`config.mk`:
```
export PLATFORM = sky130hd
export DESIGN_NAME = kamacore_mem_arbiter
export DESIGN_NICKNAME = d
export VERILOG_FILES = /design/src/rtl/kamacore_pkg.sv /design/src/rtl/kamacore_rr_arbiter2.sv /design/src/rtl/kamacore_mem_arbiter.sv
export SDC_FILE = /design/constraint.sdc
export NUM_CORES = 1
export LEC_CHECK = 0
export BUFFER_PORTS_ARGS = -buffer_cell sky130_fd_sc_hd__buf_2
export CORE_AREA = 2 2 82 84
export CTS_CLUSTER_SIZE = 28
export DETAILED_ROUTE_END_ITERATION = 7
export DIE_AREA = 0 0 84 86
export GPL_ROUTABILITY_DRIVEN = 0
export HOLD_SLACK_MARGIN = 0.06
export PLACE_DENSITY = 0.75
export SLEW_MARGIN = 20
export SYNTH_ARGS = -nofsm -noshare
export SYNTH_HDL_FRONTEND = slang
export SYNTH_SLANG_ARGS = --single-unit
```
`constraint.sdc`:
```
create_clock -name clk -period 1.65 [get_ports clk]
set_input_delay 0.165 -clock clk [delete_from_list [all_inputs] [get_ports clk]]
set_output_delay 0.165 -clock clk [all_outputs]
set_load 0.01 [all_outputs]
```
`src/rtl/kamacore_pkg.sv`:
```
// Shared constants and types for the kamacore memory subsystem.
// Used by the memory arbiter and its round-robin grant logic.
package kamacore_pkg;

   localparam int ADDR_WIDTH = 12;
   localparam int CPU_WIDTH  = 32;

   typedef enum logic {
      ARB_IDLE = 1'b0,
      ARB_RESP = 1'b1
   } arb_state_t;

   localparam int ARB_PORT_LSU    = 0;
   localparam int ARB_PORT_LOADER = 1;

endpackage

```
`src/rtl/kamacore_rr_arbiter2.sv`:
```
// Two-way round-robin arbiter: one-hot grant from valid, priority pointer
// moves to the losing side whenever a grant is taken (advance=1).
module kamacore_rr_arbiter2
   import kamacore_pkg::*;
(
   input  logic       clk,
   input  logic       rst,
   input  logic [1:0] valid,
   input  logic       advance,
   output logic [1:0] grant
);

   // ptr_q names the port that wins when both request
   logic ptr_q;
   logic ptr_d;

   always_comb begin
      grant = valid;
      if (valid == 2'b11) begin
         grant = ptr_q ? 2'b10 : 2'b01;
      end

      ptr_d = ptr_q;
      if (advance && (grant != 2'b00)) begin
         ptr_d = grant[ARB_PORT_LSU];
      end
   end

   always_ff @(posedge clk or posedge rst) begin
      if (rst) begin
         ptr_q <= 1'(ARB_PORT_LSU);
      end else begin
         ptr_q <= ptr_d;
      end
   end

endmodule

```
`src/rtl/kamacore_mem_arbiter.sv`:
```
// Shares the core memory read/write port between the LSU and the loader.
// Optional statistics counters are enabled by defining KAMACORE_ARB_STATS_EN.
module kamacore_mem_arbiter
   import kamacore_pkg::*;
#(
   parameter int MEM_ADDR_WIDTH = ADDR_WIDTH,
   parameter int RAM_SIZE       = 1024
) (
   input  logic                           clk,
   input  logic                           rst,
   input  logic [1:0]                     req_valid,
   output logic [1:0]                     req_ready,
   input  logic [1:0]                     req_we,
   input  logic [1:0][MEM_ADDR_WIDTH-1:0] req_addr,
   input  logic [1:0][CPU_WIDTH-1:0]      req_wdata,
   output logic [1:0]                     rsp_valid,
   input  logic [1:0]                     rsp_ready,
   output logic [CPU_WIDTH-1:0]           rsp_rdata,
   output logic                           rsp_err,
   output logic                           mem_we,
   output logic [MEM_ADDR_WIDTH-1:0]      mem_a,
   output logic [CPU_WIDTH-1:0]           mem_di,
   input  logic [CPU_WIDTH-1:0]           mem_spo
`ifdef KAMACORE_ARB_STATS_EN
   ,
   output logic [1:0][31:0]               stat_grants,
   output logic [31:0]                    stat_conflicts
`endif
);

   localparam logic [MEM_ADDR_WIDTH:0] RAM_LIMIT = (MEM_ADDR_WIDTH+1)'(RAM_SIZE);

   arb_state_t           state_q, state_d;
   logic [1:0]           rsp_valid_q, rsp_valid_d;
   logic [CPU_WIDTH-1:0] rsp_rdata_q, rsp_rdata_d;
   logic                 rsp_err_q, rsp_err_d;

   logic       idle;
   logic [1:0] arb_grant;
   logic [1:0] grant;
   logic       gnt_port;
   logic       gnt_in_range;

   // Grants only exist in IDLE and never while reset is asserted
   assign idle = (state_q == ARB_IDLE) && !rst;

   kamacore_rr_arbiter2 u_rr (
      .clk     (clk),
      .rst     (rst),
      .valid   (req_valid),
      .advance (idle),
      .grant   (arb_grant)
   );

   assign grant     = idle ? arb_grant : 2'b00;
   assign req_ready = grant;

   always_comb begin
      gnt_port     = grant[ARB_PORT_LOADER];
      mem_a        = req_addr[gnt_port];
      mem_di       = req_wdata[gnt_port];
      gnt_in_range = ({1'b0, mem_a} < RAM_LIMIT);
      mem_we       = (grant != 2'b00) && req_we[gnt_port] && gnt_in_range;
   end

   always_comb begin
      state_d     = state_q;
      rsp_valid_d = rsp_valid_q;
      rsp_rdata_d = rsp_rdata_q;
      rsp_err_d   = rsp_err_q;

      unique case (state_q)
         ARB_IDLE: begin
            if (grant != 2'b00) begin
               state_d     = ARB_RESP;
               rsp_valid_d = grant;
               rsp_err_d   = !gnt_in_range;
               // Writes and rejected reads return zero rather than stale data
               rsp_rdata_d = (req_we[gnt_port] || !gnt_in_range) ? '0 : mem_spo;
            end
         end
         ARB_RESP: begin
            if ((rsp_valid_q & rsp_ready) != 2'b00) begin
               state_d     = ARB_IDLE;
               rsp_valid_d = 2'b00;
            end
         end
         default: begin
            state_d     = ARB_IDLE;
            rsp_valid_d = 2'b00;
         end
      endcase
   end

   always_ff @(posedge clk or posedge rst) begin
      if (rst) begin
         state_q     <= ARB_IDLE;
         rsp_valid_q <= 2'b00;
         rsp_rdata_q <= '0;
         rsp_err_q   <= 1'b0;
      end else begin
         state_q     <= state_d;
         rsp_valid_q <= rsp_valid_d;
         rsp_rdata_q <= rsp_rdata_d;
         rsp_err_q   <= rsp_err_d;
      end
   end

   assign rsp_valid = rsp_valid_q;
   assign rsp_rdata = rsp_rdata_q;
   assign rsp_err   = rsp_err_q;

`ifdef KAMACORE_ARB_STATS_EN
   logic [1:0][31:0] stat_grants_q, stat_grants_d;
   logic [31:0]      stat_conflicts_q, stat_conflicts_d;

   always_comb begin
      stat_grants_d    = stat_grants_q;
      stat_conflicts_d = stat_conflicts_q;
      if (grant != 2'b00) begin
         stat_grants_d[gnt_port] = stat_grants_q[gnt_port] + 32'd1;
         if (req_valid == 2'b11) begin
            stat_conflicts_d = stat_conflicts_q + 32'd1;
         end
      end
   end

   always_ff @(posedge clk or posedge rst) begin
      if (rst) begin
         stat_grants_q    <= '0;
         stat_conflicts_q <= '0;
      end else begin
         stat_grants_q    <= stat_grants_d;
         stat_conflicts_q <= stat_conflicts_d;
      end
   end

   assign stat_grants    = stat_grants_q;
   assign stat_conflicts = stat_conflicts_q;
`endif

endmodule

```
==> run_results.csv <==
group,metric,value,unit
outcome,run_status,"finished, violations left",
outcome,violations,"negative setup slack",
power,totalPowerFinal,3760,uW
clock_network,clkTransAtPathRegs,0.08,ns
placed_design,dp_cells,590,
die,die_area,0.00722,mm2
layout,finish.instance_area,0.00373,mm2
die,pin_count,210,
synth,yosysWarnings,0,
worst_setup_path,cp-end-kind,"output pin",
synth,ys_types,22,
route,antenna_left,0,
synth,yosysTopAreaCell,"dfrtp_1",
clock_network,tritoncts,"built",
synth,syn_inst,313,
route,drc_errors,0,
clock_network,clock_latency,0.29,ns
synth,synthTopCellsByArea,"dfrtp_1 44%, nand2_1 36%, o21ai_1 7.2%, buf_2 1.7%, clkbuf_1 1.4%",
worst_setup_path,critPathLaunchType,"flip-flop",
global_route,grt_usage,0.218,
layout,num-fill-cells,593,
global_route,grt_pass1_vias,2745,
route,wl,8350,um
power,peakVddDrop,0.631,mV
layout,stdcell_count,614,
sta,worst_pin_slew,0.454,ns
worst_setup_path,criticalPathCategory,"flip-flop to output pin",
layout,syn2layout_area_growth,79.1,%
sta,worst_slack,-0.0389,ns
power,clkPwrFrac,0.216,
clock_network,cts_made_buffers,5,
die,die-height,86,um
clock_network,cts_buffer_depth,2,
synth,synth_top_cell_area_share,0.445,
sta,slew_headroom,0.697,
sta,clock_skew,0.00904,ns
die,initial_core_util,0.332,
die,die_w,84,um
route,vias,2877,
global_route,antenna_found_initial,4,
route,initialDrtViolationCount,85,
min_path,hold_class,"primary input to flip-flop",
sta,hold_viol_final,0,
layout,final_common_cell,"buf_2",
worst_setup_path,worstPathRequired,1.48,ns
die,num_rows,29,
placed_design,place_area,0.00326,mm2
sta,rsz0062_at_grt,"true",
power,p_leak,0.00220,uW
power,combPwrFrac,0.463,
synth,ys_seq_area_frac,0.445,
power,p_int,2400,uW
sta,fmax,592,MHz
sta,final.min_clock_period,1.69,ns
synth,synth.avg_cell_area,6.65,um2
synth,syn-cell-area,0.00208,mm2
global_route,grt_pass1_wl,12700,um
clock_network,htree_levels,2,
route,wl_per_cell,13.6,um
clock_network,cts_sinks,37,
placed_design,hpwl,6120,um
power,pwr-share-seq,0.321,
synth,synth_fp_nets,441,
worst_setup_path,worstPathArrival,1.52,ns
layout,final_layout_size_suffix_gt1_frac,0.495,
global_route,grt.overflow.total,0,
route,drt_first_pass_iters,4,
power,powerDensity,1010,mW/mm2
sta,setup_violations,28,
job,maxCapViolCount,0,
synth,synth_seq_cells,37,
placed_design,numPortBuffers,209,
clock_network,clock-root-buffer,"clkbuf_8",
global_route,grt_max_degree,34,
layout,nets,662,
die,coreArea,0.00628,mm2
route,via_per_inst,4.69,
sta,final_max_slew_viol_count,0,
layout,layout_common_cells,"207 x buf_2, 181 x nand2_1, 37 x dfrtp_1",
worst_setup_path,worstPathMaxFanout,8,
power,swShare,0.360,
power,p_sw,1350,uW
sta,min_period_over_period,1.02,
[cell type report]
cell class | count | area [um2] | area share
flip-flops and latches | 37 | 926 | 0.248
multi-input cells | 254 | 1140 | 0.306
repair buffers | 233 | 1430 | 0.383
clock inverters | 1 | 30.0 | 0.00805
well taps | 77 | 96.3 | 0.0258
inverters | 3 | 16.3 | 0.00436
clock buffers | 7 | 86.3 | 0.0232
diodes | 2 | 5.00 | 0.00134
[power by group through the flow]
stage                     registers [uW]  clock network [uW]  logic, uW
final                               1210                 810       1740
after global routing                1230                 872       1910
after CTS                           1210                 827       1600
after detailed placement            1220                   0       1470
after global placement              1220                   0       1440
after floorplan                     1290                   0        699
[cells by family after synthesis]
| logic type | share of synthesized area |
|---|---|
| simple gates | 0.387 |
| compound gates | 0.112 |
| flops | 0.445 |
| buf+inv | 0.0493 |
| mux | 0.00661 |
[through the flow]
step	utilization	setup slack [ns]	setup TNS, ns	hold WS [ns]
after CTS	0.559	-0.0620	-1.38	0.0900
final	0.594	-0.0389	-0.606	0.0991
after detailed placement	0.520	0.0432	0	0.222
after global placement	0.520	0.104	0	0.224
after global routing	0.593	-0.111	-5.94	0.0931
after floorplan	-	0.238	0	0.292
[synth_stat cells, drive strengths merged]
| cell | n |
|---|---|
| a211o | 1 |
| a21o | 2 |
| a21oi | 3 |
| a22o | 1 |
| buf | 11 |
| clkbuf | 8 |
| dfrtp | 37 |
| inv | 3 |
| mux2i | 1 |
| nand2 | 199 |
| nand2b | 1 |
| nand3 | 3 |
| nor2 | 4 |
| nor3 | 3 |
| o21a | 1 |
| o21ai | 35 |
[worst max-delay path, cell delays in order (launching register included)]
cell and delay (ns):
dfrtp_1 0.40, nand2b_4 0.16, nand3_4 0.13, inv_6 0.06, buf_12 0.12, buf_16 0.13
nand2_2 0.06, nand2_1 0.05, buf_2 0.13
[sequential cells by signal (all words and copies together) (netlist names)]
name and flops:
rsp_err 1, rsp_rdata 32, rsp_valid 2, state_q 1, u_rr.ptr_q 1
[worst paths after layout]
kind / startpoint / to / slack, ns / depth (start not counted)
max in group asynchronous: rst / rsp_rdata[22] / 0.69 / 4
min: mem_spo[15] / rsp_rdata[15] / 0.1 / 3
min in group asynchronous: rst / rsp_rdata[16] / 0.46 / 3
max: u_rr.ptr_q / mem_di[27] / -0.04 / 8
max reg2reg: u_rr.ptr_q / rsp_rdata[6] / 0.04 / 7
min reg2reg: rsp_rdata[5] / rsp_rdata[5] / 0.48 / 2
[layer usage]
metal	track usage	vias up	share of wire	wire (um)
met1	0.256	1291	0.40	3310
met3	0.0741	20	0.097	810
met5	0	-	0.0032	27
met4	0.0674	4	0.022	182
li1	-	1418	-	-
met2	0.379	144	0.48	4020
[what timing repair did]
item / 4_1_cts / 5_1_grt
pin swaps: 1 / 10
cloned: 2 / 3
setup endpoints to repair: 46 / 78
endpoints found under the hold margin: 9 / 0
setup buffers: 4 / 4
hold buffers: 1 / 0
resized for setup: 7 / 29
(Power assumes the default switching activity.)
